## src/rtl/moisture_sensor_frontend_if.sv

```systemverilog
// rtl/moisture_sensor_frontend_if.sv - ADC handshake and filtered sensor bundle for the moisture frontend
interface moisture_sensor_frontend_if #(
    parameter int ADC_W = 8
);
    logic             adc_req;
    logic [ADC_W-1:0] adc_data;
    logic             adc_valid;
    logic [3:0]       sensor;
    logic             sensor_valid;
    logic             sensor_fault;

    // master: the frontend (issues requests, publishes the sensor code)
    modport master (
        output adc_req, sensor, sensor_valid, sensor_fault,
        input  adc_data, adc_valid
    );

    // slave: the ADC and the pump controller side
    modport slave (
        input  adc_req, sensor, sensor_valid, sensor_fault,
        output adc_data, adc_valid
    );
endinterface

```

## src/rtl/moisture_sensor_frontend.sv

```systemverilog
// rtl/moisture_sensor_frontend.sv - soil ADC poller/averager/quantizer; SENSOR_HYST_EN enables update hysteresis
module moisture_sensor_frontend #(
    parameter int ADC_W         = 8,
    parameter int AVG_LOG2      = 2,
    parameter int SAMPLE_PERIOD = 100,
    parameter int TIMEOUT       = 15
) (
    input  logic                        clk,
    input  logic                        reset,
    moisture_sensor_frontend_if.master  bus
);
    localparam int ACC_W = ADC_W + AVG_LOG2;
    localparam int CNT_W = AVG_LOG2 + 1;
    localparam int TMR_W = (SAMPLE_PERIOD > 1) ? $clog2(SAMPLE_PERIOD) : 1;
    localparam int TO_W  = $clog2(TIMEOUT + 1);

    localparam logic [TMR_W-1:0] TMR_RELOAD = TMR_W'(SAMPLE_PERIOD - 1);
    localparam logic [TO_W-1:0]  TO_LAST    = TO_W'(TIMEOUT - 1);
    localparam logic [CNT_W-1:0] CNT_FULL   = CNT_W'(2 ** AVG_LOG2);

    typedef enum logic [1:0] {IDLE, REQ, ACCUM, UPDATE} state_t;

    state_t             state;
    state_t             next_state;
    logic [TMR_W-1:0]   timer;
    logic [TO_W-1:0]    to_cnt;
    logic [ACC_W-1:0]   acc;
    logic [CNT_W-1:0]   cnt;
    logic [ADC_W-1:0]   sample;
    logic               adc_req_q;
    logic [3:0]         sensor_q;
    logic               sensor_valid_q;
    logic               fault_q;

    logic               timeout_hit;
    logic [CNT_W-1:0]   cnt_next;
    logic               adc_req_d;
    logic               fault_event;
    logic [3:0]         code_new;
    logic               write_sensor;

    assign timeout_hit = (to_cnt == TO_LAST);
    assign cnt_next    = cnt + CNT_W'(1);

    always_ff @(posedge clk or negedge reset) begin
        if (!reset) state <= IDLE;
        else        state <= next_state;
    end

    always_comb begin
        next_state = state;
        case (state)
            IDLE:    if (timer == '0) next_state = REQ;
            REQ: begin
                if (bus.adc_valid)    next_state = ACCUM;
                else if (timeout_hit) next_state = IDLE;
            end
            ACCUM:   next_state = (cnt_next == CNT_FULL) ? UPDATE : IDLE;
            UPDATE:  next_state = IDLE;
            default: next_state = IDLE;
        endcase
    end

`ifdef SENSOR_HYST_EN
    // Set until the first window completes after reset or after a fault.
    logic       first_win;
    logic [3:0] code_diff;

    always_ff @(posedge clk or negedge reset) begin
        if (!reset)                 first_win <= 1'b1;
        else if (fault_event)       first_win <= 1'b1;
        else if (state == UPDATE)   first_win <= 1'b0;
    end
`endif

    always_comb begin
        adc_req_d   = (next_state == REQ);
        fault_event = (state == REQ) && !bus.adc_valid && timeout_hit;
        code_new    = acc[ACC_W-1 -: 4];
`ifdef SENSOR_HYST_EN
        code_diff    = (code_new >= sensor_q) ? (code_new - sensor_q) : (sensor_q - code_new);
        write_sensor = first_win || (code_diff >= 4'd2);
`else
        write_sensor = 1'b1;
`endif
    end

    always_ff @(posedge clk or negedge reset) begin
        if (!reset) begin
            timer          <= TMR_RELOAD;
            to_cnt         <= '0;
            acc            <= '0;
            cnt            <= '0;
            sample         <= '0;
            adc_req_q      <= 1'b0;
            sensor_q       <= 4'hF;
            sensor_valid_q <= 1'b0;
            fault_q        <= 1'b0;
        end else begin
            if (next_state == IDLE && state != IDLE)
                timer <= TMR_RELOAD;
            else if (state == IDLE && timer != '0)
                timer <= timer - TMR_W'(1);

            if (state == REQ && next_state == REQ) to_cnt <= to_cnt + TO_W'(1);
            else                                   to_cnt <= '0;

            if (state == REQ && bus.adc_valid) sample <= bus.adc_data;

            if (fault_event || state == UPDATE) begin
                acc <= '0;
                cnt <= '0;
            end else if (state == ACCUM) begin
                acc <= acc + ACC_W'(sample);
                cnt <= cnt_next;
            end

            adc_req_q      <= adc_req_d;
            sensor_valid_q <= (state == UPDATE);

            if (fault_event) begin
                fault_q  <= 1'b1;
                sensor_q <= 4'hF;
            end else if (state == UPDATE) begin
                fault_q <= 1'b0;
                if (write_sensor) sensor_q <= code_new;
            end
        end
    end

    assign bus.adc_req      = adc_req_q;
    assign bus.sensor       = sensor_q;
    assign bus.sensor_valid = sensor_valid_q;
    assign bus.sensor_fault = fault_q;
endmodule

```

## src/flat_wrapper.sv

```systemverilog
// flat-port wrapper written by rule: the top's interface ports become plain ports
module moisture_sensor_frontend_flat 
#(
    parameter int ADC_W         = 8,
    parameter int AVG_LOG2      = 2,
    parameter int SAMPLE_PERIOD = 100,
    parameter int TIMEOUT       = 15
)
  (clk, reset, bus_adc_req, bus_sensor, bus_sensor_valid, bus_sensor_fault, bus_adc_data, bus_adc_valid);
  moisture_sensor_frontend_if #(.ADC_W(ADC_W)) bus_i ();
  input  logic clk;
  input  logic reset;
  output wire logic [$bits(bus_i.adc_req)-1:0] bus_adc_req;
  output wire logic [$bits(bus_i.sensor)-1:0] bus_sensor;
  output wire logic [$bits(bus_i.sensor_valid)-1:0] bus_sensor_valid;
  output wire logic [$bits(bus_i.sensor_fault)-1:0] bus_sensor_fault;
  input wire logic [$bits(bus_i.adc_data)-1:0] bus_adc_data;
  input wire logic [$bits(bus_i.adc_valid)-1:0] bus_adc_valid;
  assign bus_adc_req = bus_i.adc_req;
  assign bus_sensor = bus_i.sensor;
  assign bus_sensor_valid = bus_i.sensor_valid;
  assign bus_sensor_fault = bus_i.sensor_fault;
  assign bus_i.adc_data = bus_adc_data;
  assign bus_i.adc_valid = bus_adc_valid;
  moisture_sensor_frontend #(.ADC_W(ADC_W), .AVG_LOG2(AVG_LOG2), .SAMPLE_PERIOD(SAMPLE_PERIOD), .TIMEOUT(TIMEOUT)) u_core (.clk(clk), .reset(reset), .bus(bus_i));
endmodule
```

## config.mk

```make
export PLATFORM = sky130hd
export DESIGN_NAME = moisture_sensor_frontend_flat
export DESIGN_NICKNAME = d
export VERILOG_FILES = /design/src/rtl/moisture_sensor_frontend_if.sv /design/src/rtl/moisture_sensor_frontend.sv /design/src/flat_wrapper.sv
export SDC_FILE = /design/constraint.sdc
export NUM_CORES = 1
export LEC_CHECK = 0
export ABC_AREA = 1
export BUFFER_PORTS_ARGS = -buffer_cell sky130_fd_sc_hd__buf_2
export CAP_MARGIN = 20
export CORE_MARGIN = 8
export CORE_UTILIZATION = 40
export CTS_BUF_LIST = sky130_fd_sc_hd__clkbuf_8
export DETAILED_ROUTE_END_ITERATION = 8
export SLEW_MARGIN = 5
export SYNTH_ARGS = -nofsm -noshare
export SYNTH_HDL_FRONTEND = slang
export SYNTH_SLANG_ARGS = --single-unit
```

## constraint.sdc

```tcl
create_clock -name clk -period 1.56 [get_ports clk]
set_input_delay 0.312 -clock clk [delete_from_list [all_inputs] [get_ports clk]]
set_output_delay 0.312 -clock clk [all_outputs]
set_load 0.005 [all_outputs]
```

Word-level counts from Yosys, hierarchy flattened
Index checks and enable logic that the tools add are counted.
{ "totals": {"ram_bits": 0, "mem_bits_ro": 0, "regBits": 41, "input_bits": 11, "output_inout_bits": 7, "latch_bits": 0, "word_cells": 52, "n_memories": 0} }
{ "classes": {"n_reduce_logical": 16, "n_lt_le_gt_ge": 0, "add_sub_neg": 4, "n_shift": 0, "n_div": 0, "n_bitwise": 0, "mux": 16, "eq_ne": 6, "mul": 0} }
{ "ops": {"columns": ["operator", "count"], "rows": [
  ["two-way mux 10 bit", 2],
  ["two-way mux 7 bit", 2],
  ["two-way mux 4 bit", 3],
  ["adder 10 x 8 -> 10 bit", 1],
  ["two-way mux 2 bit", 4],
  ["case mux 2 bit (4 select lines)", 1],
  ["nonzero test 2 bit", 4],
  ["logical NOT 7 bit", 1],
  ["nonzero test 7 bit", 1],
  ["subtractor 7 x 1 -> 7 bit (second input constant)", 1],
  ["logical AND 1 bit", 6],
  ["two-way mux 3 bit", 2],
  ["adder 4 x 1 -> 4 bit (second input constant)", 1],
  ["== test 2 x 1 -> 1 bit (second input constant)", 2],
  ["== test 2 bit (second input constant)", 2],
  ["== test 4 bit (second input constant)", 1],
  ["logical NOT 2 bit", 2],
  ["adder 3 x 1 -> 3 bit (second input constant)", 1],
  ["== test 3 bit (second input constant)", 1],
  ["two-way mux 1 bit", 2],
  ["logical NOT 1 bit", 1],
  ["logical OR 1 bit", 1]
]} }

Logic depth before layout (Yosys ltp)
{ "logic_depth": {"word_depth": 7, "depth_mapped": 11, "depth_no_buf": 11} }

Worst setup path after synthesis
Ideal clock, no wire load.
{ "synth_path": {"path_kind": "flip-flop to flip-flop", "start": "reg u_core.sample[0]", "end": "reg u_core.acc[8]", "n_path_buf": 0, "setup_slack_ns": 0.015, "required_ns": 1.441, "stages_incl_launch_ff": 12, "period_less_slack_ns": 1.545, "setup_ns": 0.119, "t_arrival_ns": 1.426, "path_cell_list": "dfrtp_1 ha_1 inv_1 fa_1 inv_1 nand3_1 nand2_1 nand4_1 nand2_1 nand3_1 nand2_1 nor2_1"} }
{ "synth_between": {"elab_chain_len": 3} }
{ "synth_rtl": {"columns": ["element", "line", "source"], "rows": [
  ["start: declaration", "moisture_sensor_frontend.sv:29", "logic [ADC_W-1:0] sample;"],
  ["start signal: assignment", "moisture_sensor_frontend.sv:108", "if (state == REQ && bus.adc_valid) sample <= bus.adc_data;"],
  ["adder 10 x 8 -> 10 bit", "moisture_sensor_frontend.sv:114", "acc <= acc + ACC_W'(sample);"],
  ["two-way mux 10 bit", "moisture_sensor_frontend.sv:113", "end else if (state == ACCUM) begin"],
  ["two-way mux 10 bit", "moisture_sensor_frontend.sv:110", "if (fault_event || state == UPDATE) begin"],
  ["end signal: assignment", "moisture_sensor_frontend.sv:114", null],
  ["end: declaration", "moisture_sensor_frontend.sv:27", "logic [ACC_W-1:0] acc;"]
]} }
No other way between the ends. The select of a mux whose other input is x is not followed.
A chain may end at the register's enable or synchronous reset.

Worst setup path after layout
{ "layout_path": {"start": "reg u_core.sample[0]", "end": "reg u_core.acc[4]"} }
The elaborated chain is that of the path after synthesis.

==> impl_metrics.tcl <==
set metrics [dict create \
    p_leak_nw 1.44 \
    port_buffers 17 \
    yosys.area_share.adder 0.0866 \
    die_w_um 88.6 \
    drive_above_1_share 0.304 \
    io_pins 18 \
    die_area_um2 7850 \
    antenna_found_initial 0 \
    critPathRequiredTime_ns 1.74 \
    clk-insertion-delay-late_ns 0.29 \
    synth_xor_area_frac 0.0166 \
    grt_max_degree 42 \
    seq_area_frac_synth 0.491 \
    synth_top_family_by_area "simple AND/OR/NAND/NOR gates" \
    synth_top_area_cell "dfrtp_1" \
    vias 1748 \
    synth_mux_area_frac 0 \
    yosys-top-cells-area "dfrtp_1 39%, nand2_1 14%, dfstp_2 10%, ha_1 7.7%, inv_1 5.7%" \
    ir_drop_uv 907 \
    end_kind "flop" \
    diodes 0 \
    rsz0062_at_grt "yes" \
    cp_num_cells 11 \
    final_nets 333 \
    fp-row-count 26 \
    crit_path_start_kind "flop" \
    clk_pin_slew_ns 0.08 \
    postSynthAreaPerCell_um2 8.27 \
    startpoint "u_core.sample[0]$_DFFE_PN0P_" \
    final_cells 379 \
    period_share 1.05 \
    synth_top_area_frac 0.391 \
    clock-sinks 41 \
    finClkSkew_ns 0.00669 \
    slew_violations 0 \
    dp_cells 355 \
    area_delta_synth_final_pct 30.0 \
    grtUsageTotal 0.119 \
    crit_chain "ha_2 -> inv_2 -> fa_2 -> inv_2 -> nand3_2 -> nand2_2 -> buf_4 -> buf_4 -> nand2_1 -> nand2_1 -> o21ai_1" \
    grt_pass1_wl_um 7330 \
    initial_core_util 0.413 \
    layout_setup_ws_ns -0.0787 \
    power_density_nw_per_um2 2000 \
    drt_iter0_drc 60 \
    syn-num-nets 280 \
    drcViolationCount 0 \
    vias_per_cell 4.61 \
    hp-class "input port to flop" \
    r2r_end "u_core.acc[4]$_DFFE_PN0P_" \
    cts_buffers 5 \
    cp-endpoint "u_core.acc[4]$_DFFE_PN0P_" \
    status "complete, but fails checks" \
    max_slew_margin 0.778 \
    cts_tree "done" \
    path_buf_inv 4 \
    cap_violations 0 \
    totalWireLength_um 4420 \
    place_congestion 0.830 \
    drtAntennaViolNets 0 \
    synth_warnings 0 \
    final_cell_area_um2 2740 \
    root_buffer "clkbuf_8" \
    final.fill_count 493 \
    worstMarginPinSlew_ns 0.333 \
    cts_buffer_depth 2 \
    cts.htree.levels 2 \
    cpMaxStageDelayCell "dfrtp_1" \
    critPathTopFamily "adder cells" \
    cp.arrival_ns 1.82 \
    final_cell_mix "71 x nand2_1, 33 x dfrtp_1, 30 x nor2_1" \
    crit_fanout 3 \
    postPlaceCellArea_um2 2400 \
    finalSetupViolations 3 \
    ys_seq_elements 41 \
    wire_per_inst_um 11.7 \
    ys_types 30 \
    overflow 0 \
    clock.fmax_mhz 610 \
    reg2reg_depth 11 \
    syn_inst 255 \
    final_common_cell "nand2_1" \
    r2r_start "u_core.sample[0]$_DFFE_PN0P_" \
    finalHoldViolCount 0 \
    min_period_ns 1.64 \
    worstSetupPathType "flop to flop" \
    grt_pass1_vias 1655 \
    synthesis.area_um2 2110 \
    die_y_um 88.6 \
    synth-simple-area-share 0.272 \
    violations "setup timing" \
    core_um2 5110 \
    synth-compound-area-share 0.0706 \
    dr.pass1.iters 4 \
    critPathMaxStageDelay_ns 0.37 \
    r2r_slack_ns -0.08 \
    dp_hpwl_um 2910 \
]
==> state kept, by name, indices dropped and copies added (netlist names) <==
| name | flops |
|---|---|
| u_core.acc | 10 |
| u_core.sample | 8 |
| u_core.timer | 7 |
| u_core.bus.sensor | 4 |
| u_core.to_cnt | 4 |
| u_core.cnt | 3 |
| u_core.state | 2 |
| u_core.bus.adc_req | 1 |
| u_core.bus.sensor_fault | 1 |
| u_core.bus.sensor_valid | 1 |
==> area by class of cell <==
class	count	area, um2	area share
Clock inverter	2	33.8	0.0123
Sequential cell	41	1040	0.378
Clock buffer	6	82.6	0.0301
Multi-Input combinational cell	179	1050	0.381
Tap cell	70	87.6	0.0319
Inverter	33	124	0.0452
Timing Repair Buffer	48	333	0.121
==> worst register-to-register path, stage by stage (launching register included) <==
cell     delay [ns]
dfrtp_1        0.37
ha_2           0.19
inv_2          0.04
fa_2           0.35
inv_2          0.06
nand3_2        0.06
nand2_2        0.09
buf_4          0.12
buf_4          0.10
nand2_1        0.04
nand2_1        0.05
o21ai_1        0.05
==> power breakdown <==
| part | leakage, nW | switching (mW) | internal (mW) |
|---|---|---|---|
| clock network | 0.0626 | 0.366 | 0.515 |
| registers | 0.511 | 0.305 | 1.56 |
| logic | 0.869 | 1.42 | 1.32 |
==> timing repair <==
| action | 4_1_cts | 5_1_grt |
|---|---|---|
| hold buffers | 1 | 0 |
| gates resized for setup | 6 | 23 |
| buffers inserted | 2 | 13 |
| gates cloned | 0 | 0 |
| pin swaps | 1 | 8 |
| endpoints found under the hold margin | 33 | 0 |
| endpoints found under the setup margin | 4 | 13 |
==> Yosys cell counts <==
cell type,count
o211ai_1,3
nor3_2,1
dfstp_2,8
a21oi_1,6
xor2_1,2
a22o_1,2
inv_1,32
buf_2,1
nor3_1,1
o21bai_1,1
o22ai_1,3
nand2_2,1
nor2_1,32
o21ai_0,9
inv_2,1
nor2_4,2
or2_1,1
nor2_2,3
dfrtp_1,33
ha_1,13
clkbuf_1,1
fa_1,1
nand4_1,2
xnor2_1,2
nand2_1,77
or2_0,1
o21a_1,1
nor4_1,1
nand3_1,13
and2_1,1
==> kinds of logic after synthesis <==
kind of cell / count (synthesis)
DFF: 41
AOI/OAI and AO/OA: 25
buffers and inverters: 35
adders and majority gates: 14
and+or+nand+nor: 136
xor gates and xnor gates: 4
==> worst min path at each step <==
stage	from	end	slack (ns)	depth (start not counted)
detailed placement	reset	u_core.sample[5]$_DFFE_PN0P_	0.30	2
finish	bus_adc_data[6]	u_core.sample[6]$_DFFE_PN0P_	0.21	3
global placement	reset	u_core.sample[4]$_DFFE_PN0P_	0.30	2
CTS	bus_adc_data[6]	u_core.sample[6]$_DFFE_PN0P_	0.21	3
global route	bus_adc_data[2]	u_core.sample[2]$_DFFE_PN0P_	0.23	3
floorplan	reset	u_core.acc[0]$_DFFE_PN0P_	0.02	0
==> layer usage <==
metal / wire length, um / up-vias / part of all wire / GRT usage
li1: - / 906 / - / -
met1: 2140 / 820 / 0.48 / 0.151
met2: 2090 / 18 / 0.47 / 0.189
met3: 141 / 4 / 0.032 / 0.0316
met4: 43 / 0 / 0.0097 / 0.0415
met5: 0 / - / 0 / 0
==> per-stage QoR <==
step / hold WS, ns / total power [mW] / worst slack [ns] / utilization / TNS [ns]
floorplan: 0.0164 / 3.33 / 0.0147 / - / 0
global placement: 0.300 / 4.03 / -0.0731 / 0.470 / -0.134
detailed placement: 0.302 / 4.08 / -0.121 / 0.470 / -0.238
CTS: 0.207 / 5.10 / -0.0218 / 0.501 / -0.0220
global route: 0.226 / 6.00 / -0.171 / 0.537 / -0.707
finish: 0.214 / 5.48 / -0.0787 / 0.537 / -0.136
No activity file was read; power rests on OpenSTA's default activity.
